[config.mk]
export PLATFORM = sky130hd
export DESIGN_NAME = serial_sub_ctrl
export DESIGN_NICKNAME = d
export VERILOG_FILES = /design/src/rtl/serial_sub_pkg.sv /design/src/rtl/serial_sub_ctrl_fs_cell.sv /design/src/rtl/serial_sub_ctrl.sv
export SDC_FILE = /design/constraint.sdc
export NUM_CORES = 1
export LEC_CHECK = 0
export CORE_ASPECT_RATIO = 2
export CORE_MARGIN = 2
export CORE_UTILIZATION = 35
export DETAILED_ROUTE_END_ITERATION = 16
export PLACE_DENSITY_LB_ADDON = 0.1
export SYNTH_ARGS = -nofsm -noshare
export SYNTH_HDL_FRONTEND = slang
export SYNTH_SLANG_ARGS = --single-unit
export TNS_END_PERCENT = 30
[constraint.sdc]
create_clock -name clk -period 3.7 [get_ports clk]
set_input_delay 0.74 -clock clk [delete_from_list [all_inputs] [get_ports clk]]
set_output_delay 0.74 -clock clk [all_outputs]
set_load 0.05 [all_outputs]
[src/rtl/serial_sub_pkg.sv]
// Shared constants for the bit-serial subtractor: FSM state encodings and
// the counter-width helper.
package serial_sub_pkg;

    localparam logic [1:0] IDLE  = 2'd0;
    localparam logic [1:0] SHIFT = 2'd1;
    localparam logic [1:0] DONE  = 2'd2;

    // Counter width is clog2(WIDTH), but never narrower than one bit.
    function automatic int calc_cw(input int w);
        return (w <= 2) ? 1 : $clog2(w);
    endfunction

endpackage

[src/rtl/serial_sub_ctrl_fs_cell.sv]
// Combinational 1-bit full subtractor: d = x - y - z, bo = borrow out.
module fs_cell (
    input  logic x,
    input  logic y,
    input  logic z,
    output logic d,
    output logic bo
);

    assign d  = x ^ y ^ z;
    assign bo = (~x & y) | (~(x ^ y) & z);

endmodule

[src/rtl/serial_sub_ctrl.sv]
// Bit-serial subtraction sequencer: one fs_cell is stepped LSB first over
// WIDTH cycles with a registered borrow chain, then the result is published.
module serial_sub_ctrl
    import serial_sub_pkg::*;
#(
    parameter int WIDTH = 8
) (
    input  logic             clk,
    input  logic             rst_n,
    input  logic             start,
    input  logic [WIDTH-1:0] a,
    input  logic [WIDTH-1:0] b,
    input  logic             bin,
    output logic             busy,
    output logic             done,
    output logic [WIDTH-1:0] diff,
    output logic             bout
);

    localparam int CW = calc_cw(WIDTH);

    logic [1:0]       state_q, state_d;
    logic [WIDTH-1:0] a_q, a_d, b_q, b_d;
    logic [WIDTH-1:0] sh_q, sh_d, sh_next;
    logic [WIDTH-1:0] diff_q, diff_d;
    logic [CW-1:0]    cnt_q, cnt_d;
    logic             brw_q, brw_d;
    logic             bout_q, bout_d;
    logic             cell_d, cell_bo;

    fs_cell u_cell (
        .x  (a_q[0]),
        .y  (b_q[0]),
        .z  (brw_q),
        .d  (cell_d),
        .bo (cell_bo)
    );

    always_comb begin
        state_d = state_q;
        a_d     = a_q;
        b_d     = b_q;
        sh_d    = sh_q;
        cnt_d   = cnt_q;
        brw_d   = brw_q;
        diff_d  = diff_q;
        bout_d  = bout_q;
        // Shift-in form that also works when WIDTH is 1.
        sh_next            = sh_q >> 1;
        sh_next[WIDTH-1]   = cell_d;

        case (state_q)
            IDLE: begin
                if (start) begin
                    a_d     = a;
                    b_d     = b;
                    brw_d   = bin;
                    cnt_d   = '0;
                    sh_d    = '0;
                    state_d = SHIFT;
                end
            end
            SHIFT: begin
                sh_d  = sh_next;
                brw_d = cell_bo;
                a_d   = a_q >> 1;
                b_d   = b_q >> 1;
                cnt_d = cnt_q + CW'(1);
                if (cnt_q == CW'(WIDTH - 1)) begin
                    diff_d  = sh_next;
                    bout_d  = cell_bo;
                    state_d = DONE;
                end
            end
            DONE:    state_d = IDLE;
            default: state_d = IDLE;
        endcase
    end

    always_ff @(posedge clk) begin
        if (!rst_n) begin
            state_q <= IDLE;
            a_q     <= '0;
            b_q     <= '0;
            sh_q    <= '0;
            cnt_q   <= '0;
            brw_q   <= 1'b0;
            diff_q  <= '0;
            bout_q  <= 1'b0;
        end else begin
            state_q <= state_d;
            a_q     <= a_d;
            b_q     <= b_d;
            sh_q    <= sh_d;
            cnt_q   <= cnt_d;
            brw_q   <= brw_d;
            diff_q  <= diff_d;
            bout_q  <= bout_d;
        end
    end

    assign busy = (state_q == SHIFT) || (state_q == DONE);
    assign done = (state_q == DONE);
    assign diff = diff_q;
    assign bout = bout_q;

endmodule

=== Word level (Yosys, flattened, before mapping) ===
Cells that the tools add are included.

* Register bits: 39

* Add/subtract/negate cells: 1
* Equal/unequal tests: 5
* Muxes and demuxes: 13
* Bitwise logic cells: 7
* Reductions and logical operators: 6

{| class="wikitable"
|+ Operators with widths
! kind !! number
|-
| 8-bit case mux with 2 select lines || 3
|-
| 8-bit two-way mux || 3
|-
| 3-bit case mux with 2 select lines || 1
|-
| 2-bit AND reduction || 3
|-
| 2-bit two-way mux || 2
|-
| 2-bit inequality test, second input constant || 2
|-
| 2-bit case mux with 2 select lines || 1
|-
| 3-bit by 1-bit adder with 3-bit output, second input constant || 1
|-
| 3-bit equality test, second input constant || 1
|-
| 3-bit two-way mux || 1
|-
| 1-bit AND || 2
|-
| 2-bit by 1-bit equality test with 1-bit output, second input constant || 1
|-
| 2-bit equality test, second input constant || 1
|-
| 2-bit logical NOT || 1
|-
| 1-bit inverter || 2
|-
| 1-bit case mux with 2 select lines || 1
|-
| 2-bit nonzero test || 1
|-
| 1-bit bitwise XOR || 2
|-
| 1-bit logical OR || 1
|-
| 1-bit two-way mux || 1
|-
| 1-bit OR || 1
|}

=== Logic depth before layout (Yosys ltp) ===
* Word-level depth: 5
* Mapped depth: 7
* Gate-level depth less buffers: 5

=== Hierarchy ===
Synthesis repeated with hierarchy kept, for this count alone.

* Cell total of the unflattened synthesis: 174
* Area, all modules: 1741.7 µm²

{| class="wikitable"
|+ By module, submodules not included
! module !! times used !! cells each !! area each (µm²)
|-
| serial_sub_ctrl || 1 || 170 || 1710.4
|-
| fs_cell || 1 || 4 || 31.3
|}

=== Worst setup path before layout ===
Ideal clock, no wire load.

* Path kind: register to output
* Start point: register state_q[1]
* End point: output port busy
* Arrival time: 922 ps
* Data required time: 2960 ps
* Path slack: 2038 ps
* Stages on the path, launching flop included: 3
* Cells stage by stage: dfxtp_1 > inv_1 > ha_1

* Cells in the longest elaborated chain, start to end: 2
* Elaborated cells between the ends (all ways): 3
* Classes of those cells: 2 x eq/ne; 1 x reduce/logical

{| class="wikitable"
|+ Ends and longest elaborated chain
! item !! line !! RTL
|-
| from (decl) || serial_sub_ctrl.sv:22 || <nowiki>logic [1:0] state_q, state_d;</nowiki>
|-
| from (signal assigned) || serial_sub_ctrl.sv:91 || <nowiki>state_q <= state_d;</nowiki>
|-
| 2-bit by 1-bit equality test with 1-bit output or 2-bit equality test (tied branches) || serial_sub_ctrl.sv:102 || <nowiki>assign busy = (state_q == SHIFT) || (state_q == DONE);</nowiki>
|-
| 1-bit logical OR * || serial_sub_ctrl.sv:102 ||
|-
| to (decl) || serial_sub_ctrl.sv:14 || <nowiki>output logic busy,</nowiki>
|}

Every way passes the cells marked *; elsewhere a longest branch is shown, timed or not.

=== Worst setup path after layout ===
Same ends and word-level chain as after synthesis.

==> results.cfg <==
[yosys]
synthAdderAreaFrac_pct = 4.839
synth_top_family_by_area = compound AO/OA/AOI/OAI gates
synth_mux_area_share_pct = 9.677
yosys_warnings = 0
synth_compound_area_share_pct = 19.72
synthXorXnorAreaFrac_pct = 0
ys_types = 23
synthCells = 174
ys_seq_elements = 38
synth_nets = 200
synth-seq-area-share_pct = 44.57
synthSimpleGateAreaFrac_pct = 15.40
synth_area_mm2 = 0.001707
syn_avg_cell_area_um2 = 9.808

[sta]
slew_headroom_pct = 22.57
fin_hold_ws_ps = 452.2
setup_violations = 0
fin_crit_ps = 2534
rsz0062_at_grt = false
tightestPinTransition_ps = 1158
clock_skew_ps = 3.228
slew_viol_final = 0
hold_violations = 0
fmax_ghz = 0.3947
fin_setup_tns_ps = 0
min_period_over_period_pct = 68.48
finalWorstSetupSlack_ps = 1166

[global_route]
grt_pass1_wl_um = 5347
grt.met2_usage_pct = 20.80
grt_remaining_overflow = 0
antenna_found_initial = 0
met3_usage_pct = 4.928
top_usage_layer = met2
grt.met1_usage_pct = 15.20
grt_pass1_vias = 1223
grt_usage_pct = 13.24
grt_max_degree = 39

[placement]
portBuffers = 30
dp_slack_ps = 1258
place_congestion = 0.6989
hpwl_um = 2098

[clock_network]
path_clk_slew_ps = 70
cts_inserted_buffers = 5
postCtsHoldBufs = 0
clockBufferDepth = 2
cts_resized = 0
post_cts.repair.setup_buffers = 0
clock_sinks = 38
cts-root-buf = clkbuf_8
cts_tree = done
insertion_delay_ps = 290
htree_levels = 2

[floorplanning]
fp.dieH_um = 102.8
io-pin-count = 31
rows = 36
initial_utilization_pct = 35.74
dieArea_mm2 = 0.005484
die_w_um = 53.38
core-area_mm2 = 0.004775

[pwr]
power.density_mw_per_mm2 = 417.8
p_leak_uw = 0.0008928
vdd_ir_drop_max_v = 0.0003210
finalPower_uw = 876.1

[drt]
avgViaCountPerCell = 5.008
first_pass_iters = 4
drc = 0
wl_per_cell_um = 12.69
drtIter0Drc = 17
via_count = 1282
drt-total-wl_um = 3248
final_antenna_net_count = 0

[worst_setup_path]
cp.required_ps = 2960
end_kind = primary output
reg2reg_slack_ps = 1640
cp-start-kind = register
critical_path_arrival_ps = 1790
critPathMaxFanout = 3
crit_type = reg2out

[final_layout]
area.growth.synth_to_final_pct = 22.87
post-route-util_pct = 43.92
diodes = 0
drive_gt1_share_pct = 5.025
fin_nets = 224

[run]
maxCapViolCount = 0

[run_status]
status = completed

[worst_hold_path]
hold_path.class = reg2reg
==> power by group <==
part | switching [µW] | internal [µW]
clock | 139 | 150
sequential | 11.8 | 433
combinational | 72.4 | 70.1
total | 223 | 653
==> Yosys cell counts, drive strengths merged <==
library cell / n / area [µm²]
nor2b: 12 / 75.07
a21boi: 11 / 82.58
nand3b: 3 / 22.52
o211a: 15 / 150.1
and2: 1 / 6.260
nand2b: 1 / 6.260
fa: 1 / 20.02
a32oi: 9 / 78.83
clkbuf: 7 / 26.28
dfxtp: 38 / 760.7
o21ai: 1 / 5.000
o311a: 1 / 10.01
nand2: 37 / 138.9
inv: 5 / 18.77
a21oi: 2 / 10.01
mux2: 1 / 11.26
and3: 1 / 6.260
ha: 5 / 62.56
mux2i: 15 / 153.9
nor3b: 1 / 7.510
buf: 7 / 53.80
==> layer usage <==
layer / share of wire, % / wire length (µm)
met1: 45 / 1477
met4: 1.9 / 63
met5: 0 / 0
met3: 5.4 / 174
met2: 47 / 1532
==> per-stage QoR <==
stage          instances  area (µm²)
2_1_floorplan        174        1707
3_3_place_gp         248        2006
3_5_place_dp         248        2006
4_1_cts              256        2097
5_1_grt              256        2097
6_report             256        2097
==> registers in the layout (all words and copies together), names as in the netlist <==
signal   flops
state_q      2
a_q          8
cnt_q        3
brw_q        1
diff         8
bout         1
sh_q         7
b_q          8
==> critical path, stage by stage (launching register included) <==
cell	delay (ps)
dfxtp_1	360
inv_1	70
ha_1	280
clkdlybuf4s50_1	790
==> final timing paths <==
kind / start / endpoint / cells past startpoint
setup reg to reg: state_q[1] / b_q[0] / 5
hold / removal: b_q[7] / b_q[7] / 2
hold reg to reg: b_q[7] / b_q[7] / 2
setup / recovery: state_q[1] / busy / 3
==> cells by family (layout without fill, tap and decap cells) <==
kind of cell	after synthesis	count (layout)
flip-flops	38	38
AO/OA/AOI/OAI	39	39
AND/OR/NAND/NOR	56	56
multiplexers	16	16
adder cells (fa/ha/maj)	6	6
buffers and inverters	19	44
==> cells in the final DEF, fill, tap and decap left out, drive strengths merged, types with 2 or more instances in the layout <==
cell type and instances:
clkbuf 7, nand3b 3, clkdlybuf4s50 30, inv 5, a21oi 2, a32oi 9, o211a 15, nor2b 12
ha 5, mux2i 15, nand2 37, a21boi 11, dfxtp 38
==> layout make-up <==
type | instances | area [µm²]
clock buffers | 7 | 86.33
clock inverters | 1 | 5.005
fillers | 519 | 2678
inverters | 5 | 18.77
multi-input cells | 117 | 847.1
flip-flops and latches | 38 | 760.7
well taps | 57 | 71.32
repair buffers | 31 | 307.8
(Power assumes the default switching activity.)
